$ cat src/rtl/cfg_slv.sv
// Config-link responder: receives 3-byte commands on RX_C and returns 2-byte responses on TX_C.
// Define CFG_SLV_TIMEOUT_EN to abort partial frames after TIMEOUT_CYC idle clocks between bytes.
module cfg_slv_uart #(
    parameter int BAUD_DIV = 434
) (
    input  logic       clk,
    input  logic       rst_n,
    input  logic       i_rx,
    output logic       o_tx,
    input  logic       i_trmt,
    input  logic [7:0] i_tx_data,
    output logic       o_tx_done,
    output logic       o_rdy,
    output logic [7:0] o_rx_data,
    input  logic       i_clr_rdy
);
    localparam int CW = $clog2(BAUD_DIV + 1);
    localparam logic [CW-1:0] FULL = CW'(BAUD_DIV - 1);
    localparam logic [CW-1:0] HALF = CW'(BAUD_DIV / 2);

    logic          r_rx_s1, r_rx_s2, r_rx_busy, r_rdy;
    logic [CW-1:0] r_rx_cnt;
    logic [3:0]    r_rx_bit;
    logic [7:0]    r_rx_shift, r_rx_data;
    logic          r_tx_busy, r_tx_done;
    logic [CW-1:0] r_tx_cnt;
    logic [3:0]    r_tx_bit;
    logic [9:0]    r_tx_shift;

    // Receiver: two-flop synchronizer, samples each bit at its midpoint
    always_ff @(posedge clk or negedge rst_n) begin
        if (!rst_n) begin
            r_rx_s1    <= 1'b1;
            r_rx_s2    <= 1'b1;
            r_rx_busy  <= 1'b0;
            r_rx_cnt   <= '0;
            r_rx_bit   <= '0;
            r_rx_shift <= '0;
            r_rx_data  <= '0;
            r_rdy      <= 1'b0;
        end else begin
            r_rx_s1 <= i_rx;
            r_rx_s2 <= r_rx_s1;
            if (i_clr_rdy)
                r_rdy <= 1'b0;
            if (!r_rx_busy) begin
                if (!r_rx_s2) begin
                    r_rx_busy <= 1'b1;
                    r_rx_cnt  <= HALF;
                    r_rx_bit  <= '0;
                end
            end else if (r_rx_cnt != '0) begin
                r_rx_cnt <= r_rx_cnt - 1'b1;
            end else begin
                r_rx_cnt <= FULL;
                r_rx_bit <= r_rx_bit + 1'b1;
                if (r_rx_bit == 4'd0) begin
                    if (r_rx_s2)
                        r_rx_busy <= 1'b0;
                end else if (r_rx_bit == 4'd9) begin
                    r_rx_busy <= 1'b0;
                    if (r_rx_s2) begin
                        r_rx_data <= r_rx_shift;
                        r_rdy     <= 1'b1;
                    end
                end else begin
                    r_rx_shift <= {r_rx_s2, r_rx_shift[7:1]};
                end
            end
        end
    end

    // Transmitter: the line is driven straight from bit 0 of the shift register
    always_ff @(posedge clk or negedge rst_n) begin
        if (!rst_n) begin
            r_tx_busy  <= 1'b0;
            r_tx_done  <= 1'b0;
            r_tx_cnt   <= '0;
            r_tx_bit   <= '0;
            r_tx_shift <= '1;
        end else begin
            r_tx_done <= 1'b0;
            if (!r_tx_busy) begin
                if (i_trmt) begin
                    r_tx_shift <= {1'b1, i_tx_data, 1'b0};
                    r_tx_busy  <= 1'b1;
                    r_tx_cnt   <= FULL;
                    r_tx_bit   <= '0;
                end
            end else if (r_tx_cnt != '0) begin
                r_tx_cnt <= r_tx_cnt - 1'b1;
            end else if (r_tx_bit == 4'd9) begin
                r_tx_busy <= 1'b0;
                r_tx_done <= 1'b1;
            end else begin
                r_tx_shift <= {1'b1, r_tx_shift[9:1]};
                r_tx_bit   <= r_tx_bit + 1'b1;
                r_tx_cnt   <= FULL;
            end
        end
    end

    assign o_tx      = r_tx_shift[0];
    assign o_tx_done = r_tx_done;
    assign o_rdy     = r_rdy;
    assign o_rx_data = r_rx_data;
endmodule

module cfg_slv #(
    parameter int BAUD_DIV = 434
`ifdef CFG_SLV_TIMEOUT_EN
    , parameter logic [23:0] TIMEOUT_CYC = 24'd2_500_000
`endif
) (
    input  logic        clk,
    input  logic        rst_n,
    input  logic        RX_C,
    output logic        TX_C,
    output logic [23:0] cmd,
    output logic        cmd_rdy,
    input  logic [15:0] resp,
    input  logic        snd_resp,
    output logic        resp_sent,
    output logic        frm_err
);
    typedef enum logic [2:0] {RX_H, RX_M, RX_L, CMD_VLD, TX_H, TX_L} state_t;

    state_t      r_state;
    logic [23:0] r_cmd;
    logic [15:0] r_shadow;
    logic        r_cmd_rdy, r_resp_sent, r_frm_err, r_trmt, r_clr_rdy;
    logic        w_rdy, w_rdy_ok, w_tx_done, w_timeout, w_rx_wait;
    logic [7:0]  w_rx_data, w_tx_data;

    cfg_slv_uart #(.BAUD_DIV(BAUD_DIV)) u_uart (
        .clk       (clk),
        .rst_n     (rst_n),
        .i_rx      (RX_C),
        .o_tx      (TX_C),
        .i_trmt    (r_trmt),
        .i_tx_data (w_tx_data),
        .o_tx_done (w_tx_done),
        .o_rdy     (w_rdy),
        .o_rx_data (w_rx_data),
        .i_clr_rdy (r_clr_rdy)
    );

    // rdy stays high through the clr_rdy cycle, so it is masked to avoid a second capture
    assign w_rdy_ok  = w_rdy & ~r_clr_rdy;
    assign w_tx_data = (r_state == TX_L) ? r_shadow[7:0] : r_shadow[15:8];
    assign w_rx_wait = (r_state == RX_M) || (r_state == RX_L);

`ifdef CFG_SLV_TIMEOUT_EN
    logic [23:0] r_to_cnt;
    assign w_timeout = w_rx_wait && (r_to_cnt == TIMEOUT_CYC);

    always_ff @(posedge clk or negedge rst_n) begin
        if (!rst_n)
            r_to_cnt <= '0;
        else if (!w_rx_wait || w_rdy_ok || w_timeout)
            r_to_cnt <= '0;
        else
            r_to_cnt <= r_to_cnt + 1'b1;
    end
`else
    assign w_timeout = 1'b0;
`endif

    always_ff @(posedge clk or negedge rst_n) begin
        if (!rst_n) begin
            r_state     <= RX_H;
            r_cmd       <= '0;
            r_shadow    <= '0;
            r_cmd_rdy   <= 1'b0;
            r_resp_sent <= 1'b0;
            r_frm_err   <= 1'b0;
            r_trmt      <= 1'b0;
            r_clr_rdy   <= 1'b0;
        end else begin
            r_trmt      <= 1'b0;
            r_clr_rdy   <= 1'b0;
            r_resp_sent <= 1'b0;
            if (snd_resp)
                r_frm_err <= 1'b0;
            case (r_state)
                RX_H: if (w_rdy_ok) begin
                    r_cmd[23:16] <= w_rx_data;
                    r_clr_rdy    <= 1'b1;
                    r_state      <= RX_M;
                end
                RX_M: if (w_rdy_ok) begin
                    r_cmd[15:8] <= w_rx_data;
                    r_clr_rdy   <= 1'b1;
                    r_state     <= RX_L;
                end else if (w_timeout) begin
                    r_frm_err <= 1'b1;
                    r_state   <= RX_H;
                end
                RX_L: if (w_rdy_ok) begin
                    r_cmd[7:0] <= w_rx_data;
                    r_clr_rdy  <= 1'b1;
                    r_state    <= CMD_VLD;
                end else if (w_timeout) begin
                    r_frm_err <= 1'b1;
                    r_state   <= RX_H;
                end
                CMD_VLD: if (!r_cmd_rdy) begin
                    r_cmd_rdy <= 1'b1;
                end else if (snd_resp) begin
                    r_shadow  <= resp;
                    r_trmt    <= 1'b1;
                    r_cmd_rdy <= 1'b0;
                    r_state   <= TX_H;
                end
                TX_H: if (w_tx_done) begin
                    r_trmt  <= 1'b1;
                    r_state <= TX_L;
                end
                TX_L: if (w_tx_done) begin
                    r_resp_sent <= 1'b1;
                    r_state     <= RX_H;
                end
                default: r_state <= RX_H;
            endcase
            // Bytes arriving while a command is pending or being answered are dropped
            if (w_rdy_ok && (r_state == CMD_VLD || r_state == TX_H || r_state == TX_L)) begin
                r_clr_rdy <= 1'b1;
                r_frm_err <= 1'b1;
            end
        end
    end

    assign cmd       = r_cmd;
    assign cmd_rdy   = r_cmd_rdy;
    assign resp_sent = r_resp_sent;
    assign frm_err   = r_frm_err;
endmodule

$ cat config.mk
export PLATFORM = sky130hd
export DESIGN_NAME = cfg_slv
export DESIGN_NICKNAME = d
export VERILOG_FILES = /design/src/rtl/cfg_slv.sv
export SDC_FILE = /design/constraint.sdc
export NUM_CORES = 1
export LEC_CHECK = 0
export ABC_CLOCK_PERIOD_IN_PS = 2500
export CELL_PAD_IN_SITES_DETAIL_PLACEMENT = 0
export CELL_PAD_IN_SITES_GLOBAL_PLACEMENT = 1
export CORE_MARGIN = 1.5
export CORE_UTILIZATION = 46
export CTS_CLUSTER_SIZE = 24
export DETAILED_ROUTE_END_ITERATION = 8
export GPL_ROUTABILITY_DRIVEN = 0
export GPL_TIMING_DRIVEN = 0
export PLACE_DENSITY_LB_ADDON = 0.1
export SYNTH_ARGS = -nofsm -noshare
export SYNTH_HDL_FRONTEND = slang
export SYNTH_SLANG_ARGS = --single-unit
$ cat constraint.sdc
create_clock -name clk -period 2.5 [get_ports clk]
set_input_delay 0.5 -clock clk [delete_from_list [all_inputs] [get_ports clk]]
set_output_delay 0.5 -clock clk [all_outputs]
set_load 0.02 [all_outputs]
==> summary.md <==
| Metric | Value |
|---|---|
| Status | completed |
| WL/cell | 15.4 microns |
| Synth Flop Type | dfrtp_1 |
| Leading area contributor after synthesis | dfrtp_1 |
| Post-layout util | 0.568 |
| Top post-synthesis cells by area | dfrtp_1, mux2_2, dfstp_2 |
| Final Hold Vio Count | 0 |
| Worst Max-Slew Pin Slew | 0.869 ns |
| Largest net degree at the start of global routing | 59 |
| Post-synthesis compound-gate area fraction | 0.0927 |
| # Post-CTS Setup Buffers | 0 |
| Minimum clock period | 2.34 ns |
| Filler Cell Count | 821 |
| Vias in the first global route | 3152 |
| Top post-synthesis cells by count | dfrtp_1, mux2_2, nand2_1, nor2_1, a21oi_1 |
| Inserted Clock Buffers | 9 |
| Sequential element share of the synthesized area | 0.561 |
| Slew Limit Headroom | 0.418 |
| Skew final | around 0.0085 ns |
| Worst Path Max Fanout | 10 |
| Io pins | 48 |
| Mean Syn Cell Area | 12.0 sq um |
| Hold_buf cts | 0 |
| Top-count cell post-synth | dfrtp_1 |
| Register bit count reported by yosys | 105 |
| Maxcap violations | 0 |
| Via count | around 3200 |
| CP Class | primary input to register |
| Netlist cell types | 53 |
| Warnings, synthesis | 0 |
| Vias/cell | roughly 5.4 |
| Post-route DRC | 0 |
| Clk pin slew, worst setup/hold paths | 0.09 ns |
| H-tree lvl count | 3 |
| Synth Area in Adders | 0.0186 |
| Syn_nets | approximately 420 |
| Die height | 104 microns |
| Row count | 36 |
| All-layer global routing usage | 0.180 |
| Fin crit share | 0.938 |
| CTS tree | built |
| Root Driver | clkbuf_8 |
| Total power | 2.92 mW |
| First-pass GRT wire length | 15.7 mm |
| Post-synthesis mux area share | 0.161 |
| Input/output buffers | between 40 and 50 |
| Die area | about 11000 sq um |
| Post-Syn Area | 4710 sq um |
| Starting DRT DRC Count | between 100 and 150 |
| Ys async rst share | 1.00 |
| HP Class | primary input to async pin |
| Post-Route WL | 9.06 mm |
| Starting Density | 0.478 |
| Total congestion overflow | 0 |
| CTS sink cnt | about 110 |
| Final Slew Violations | 0 |
| Synth Area in Simple Gates | 0.133 |
| Nets | between 400 and 500 |
| Number of flops mapped to enable cells by yosys | 0 |
| Antenna Violating Nets Remaining | 0 |
| Startpoint types | primary input |
| Leak Pwr | 2.67 nW |
| Syn-to-layout area delta | 18.8% |
| Power Dens Cells | 521 nW/um^2 |
| First-pass DRT Iterations | 4 |
| Largest family of logic cells by synthesized area | multiplexers |
| Worst vdd ir | between 0.2 and 0.3 mV |
| Initial antenna violation count | 0 |
| Worst EP arrival | 2.60 ns |
| Clock Path Buffers | 2 |
| Unrepaired setup endpoints after global routing | false |
| Die Width | 104 microns |
| Crit. End Element | register |
| Diodes inserted | 0 |
| Synth Area in XOR/XNOR | 0.00929 |
| Layout cell share with drive strength beyond 1 | 0.228 |
| Req. time, crit path | 2.75 ns |
| Setup violations, final | 0 |
| Core Area | 9860 sq um |
| Worst skew pair latency | ~0.36 ns |
| Share of the synthesized area in the top cell type | 0.499 |
| Mapped Cells | between 300 and 400 |
| Fmax | 427 MHz |
| DP Wirelength | ~6.1 mm |
==> sequential cells by signal, indices dropped and copies added, names as in the netlist <==
signal             count
cmd                   24
cmd_rdy                1
frm_err                1
r_clr_rdy              1
r_shadow              16
r_state                3
r_trmt                 1
resp_sent              1
u_uart.o_rdy           1
u_uart.o_rx_data       8
u_uart.o_tx_done       1
u_uart.r_rx_bit        4
u_uart.r_rx_busy       1
u_uart.r_rx_cnt        9
u_uart.r_rx_s1         1
u_uart.r_rx_s2         1
u_uart.r_rx_shift      8
u_uart.r_tx_bit        4
u_uart.r_tx_busy       1
u_uart.r_tx_cnt        9
u_uart.r_tx_shift      9
==> layer usage <==
metal | GRT usage | wire length (microns) | vias up
met1 | 0.252 | 4510 | 1575
met2 | 0.279 | 4170 | 40
met5 | 0 | 0 | -
li1 | - | - | 1527
met4 | 0.0556 | 111 | 0
met3 | 0.0401 | 259 | 10
==> what timing repair did <==
action	4_1_cts	5_1_grt
pin swaps	0	0
hold endpoints to repair	0	0
gates resized for setup	1	1
setup endpoints to repair	7	3
==> worst paths after layout <==
check,start,end,slack [ns],cells after the start
worst max register to register,u_uart.r_rx_cnt[0],u_uart.o_rx_data[2],0.20,7
max in group asynchronous,rst_n,u_uart.r_tx_shift[3],1.58,2
worst max-delay path,snd_resp,r_shadow[9],0.16,5
worst min register to register,u_uart.r_rx_s1,u_uart.r_rx_s2,0.37,0
min in group clk,u_uart.r_rx_s1,u_uart.r_rx_s2,0.37,0
worst min-delay path,rst_n,cmd[0],0.16,1
==> final cells by class <==
class,instances,area [sq um],area share
inverters,15,56.3,0.0101
plain buffers,15,62.6,0.0112
clock inverters,3,65.1,0.0116
flip-flops and latches,105,2640,0.472
multi-input cells,257,1960,0.351
well taps,133,166,0.0297
clock buffers,13,149,0.0266
repair buffers,48,495,0.0885
==> cells in the final DEF, fill, tap and decap left out, types with 4 or more instances in the layout <==
cell type / synthesis / layout
a21oi_1: 20 / 20
nand2b_1: 4 / 4
nand3_1: 8 / 8
clkbuf_1: 11 / 14
mux2_2: 55 / 55
ha_1: 7 / 7
inv_1: 15 / 15
dfrtp_1: 94 / 94
nor2_1: 22 / 22
or4_1: 4 / 4
o21ai_0: 11 / 11
a21o_1: 5 / 5
clkbuf_8: 0 / 10
nand4_1: 5 / 5
nand2_1: 26 / 26
clkdlybuf4s50_1: 0 / 46
o31ai_1: 6 / 6
dfstp_2: 11 / 11
mux2_4: 8 / 8
nor2b_1: 11 / 11
nor3_1: 6 / 5
a31oi_1: 4 / 4
xnor2_1: 4 / 4
o211ai_1: 7 / 7
nor3b_1: 4 / 4
==> worst max-delay path, cell delays in order <==
cell	delay, ns
clkdlybuf4s50_1	0.52
nand2_1	0.10
nor3_2	0.71
buf_2	0.40
mux2_2	0.37
==> power breakdown <==
part           internal (mW)  leakage, nW  switching (mW)
Clock                  0.592        0.108           0.549
Combinational         0.0313         1.17          0.0422
Sequential              1.70         1.39        0.000466
==> per-stage QoR <==
stage / cell area (sq um) / TNS (ns) / setup WS [ns] / hold WS (ns) / cells
global route: 5600 / 0 / 0.00703 / 0.206 / 589
detailed placement: 5370 / -2.03 / -0.279 / 0.354 / 573
CTS: 5590 / 0 / 0.105 / 0.177 / 589
floorplan: 4710 / 0 / 0.372 / 0.204 / 392
finish: 5600 / 0 / 0.156 / 0.160 / 589
global placement: 5350 / -313.61 / -3.11 / 0.348 / 572
==> logic make-up (layout without fill, tap and decap cells) <==
| family | Yosys count | in the layout |
|---|---|---|
| and+or+nand+nor | 112 | 112 |
| muxes | 65 | 65 |
| adders and majority gates | 7 | 7 |
| xor gates and xnor gates | 5 | 5 |
| buffers and inverters | 30 | 94 |
| AOI/OAI and AO/OA | 68 | 68 |
| DFF | 105 | 105 |
Note: power is estimated with default switching activity, not from simulation.
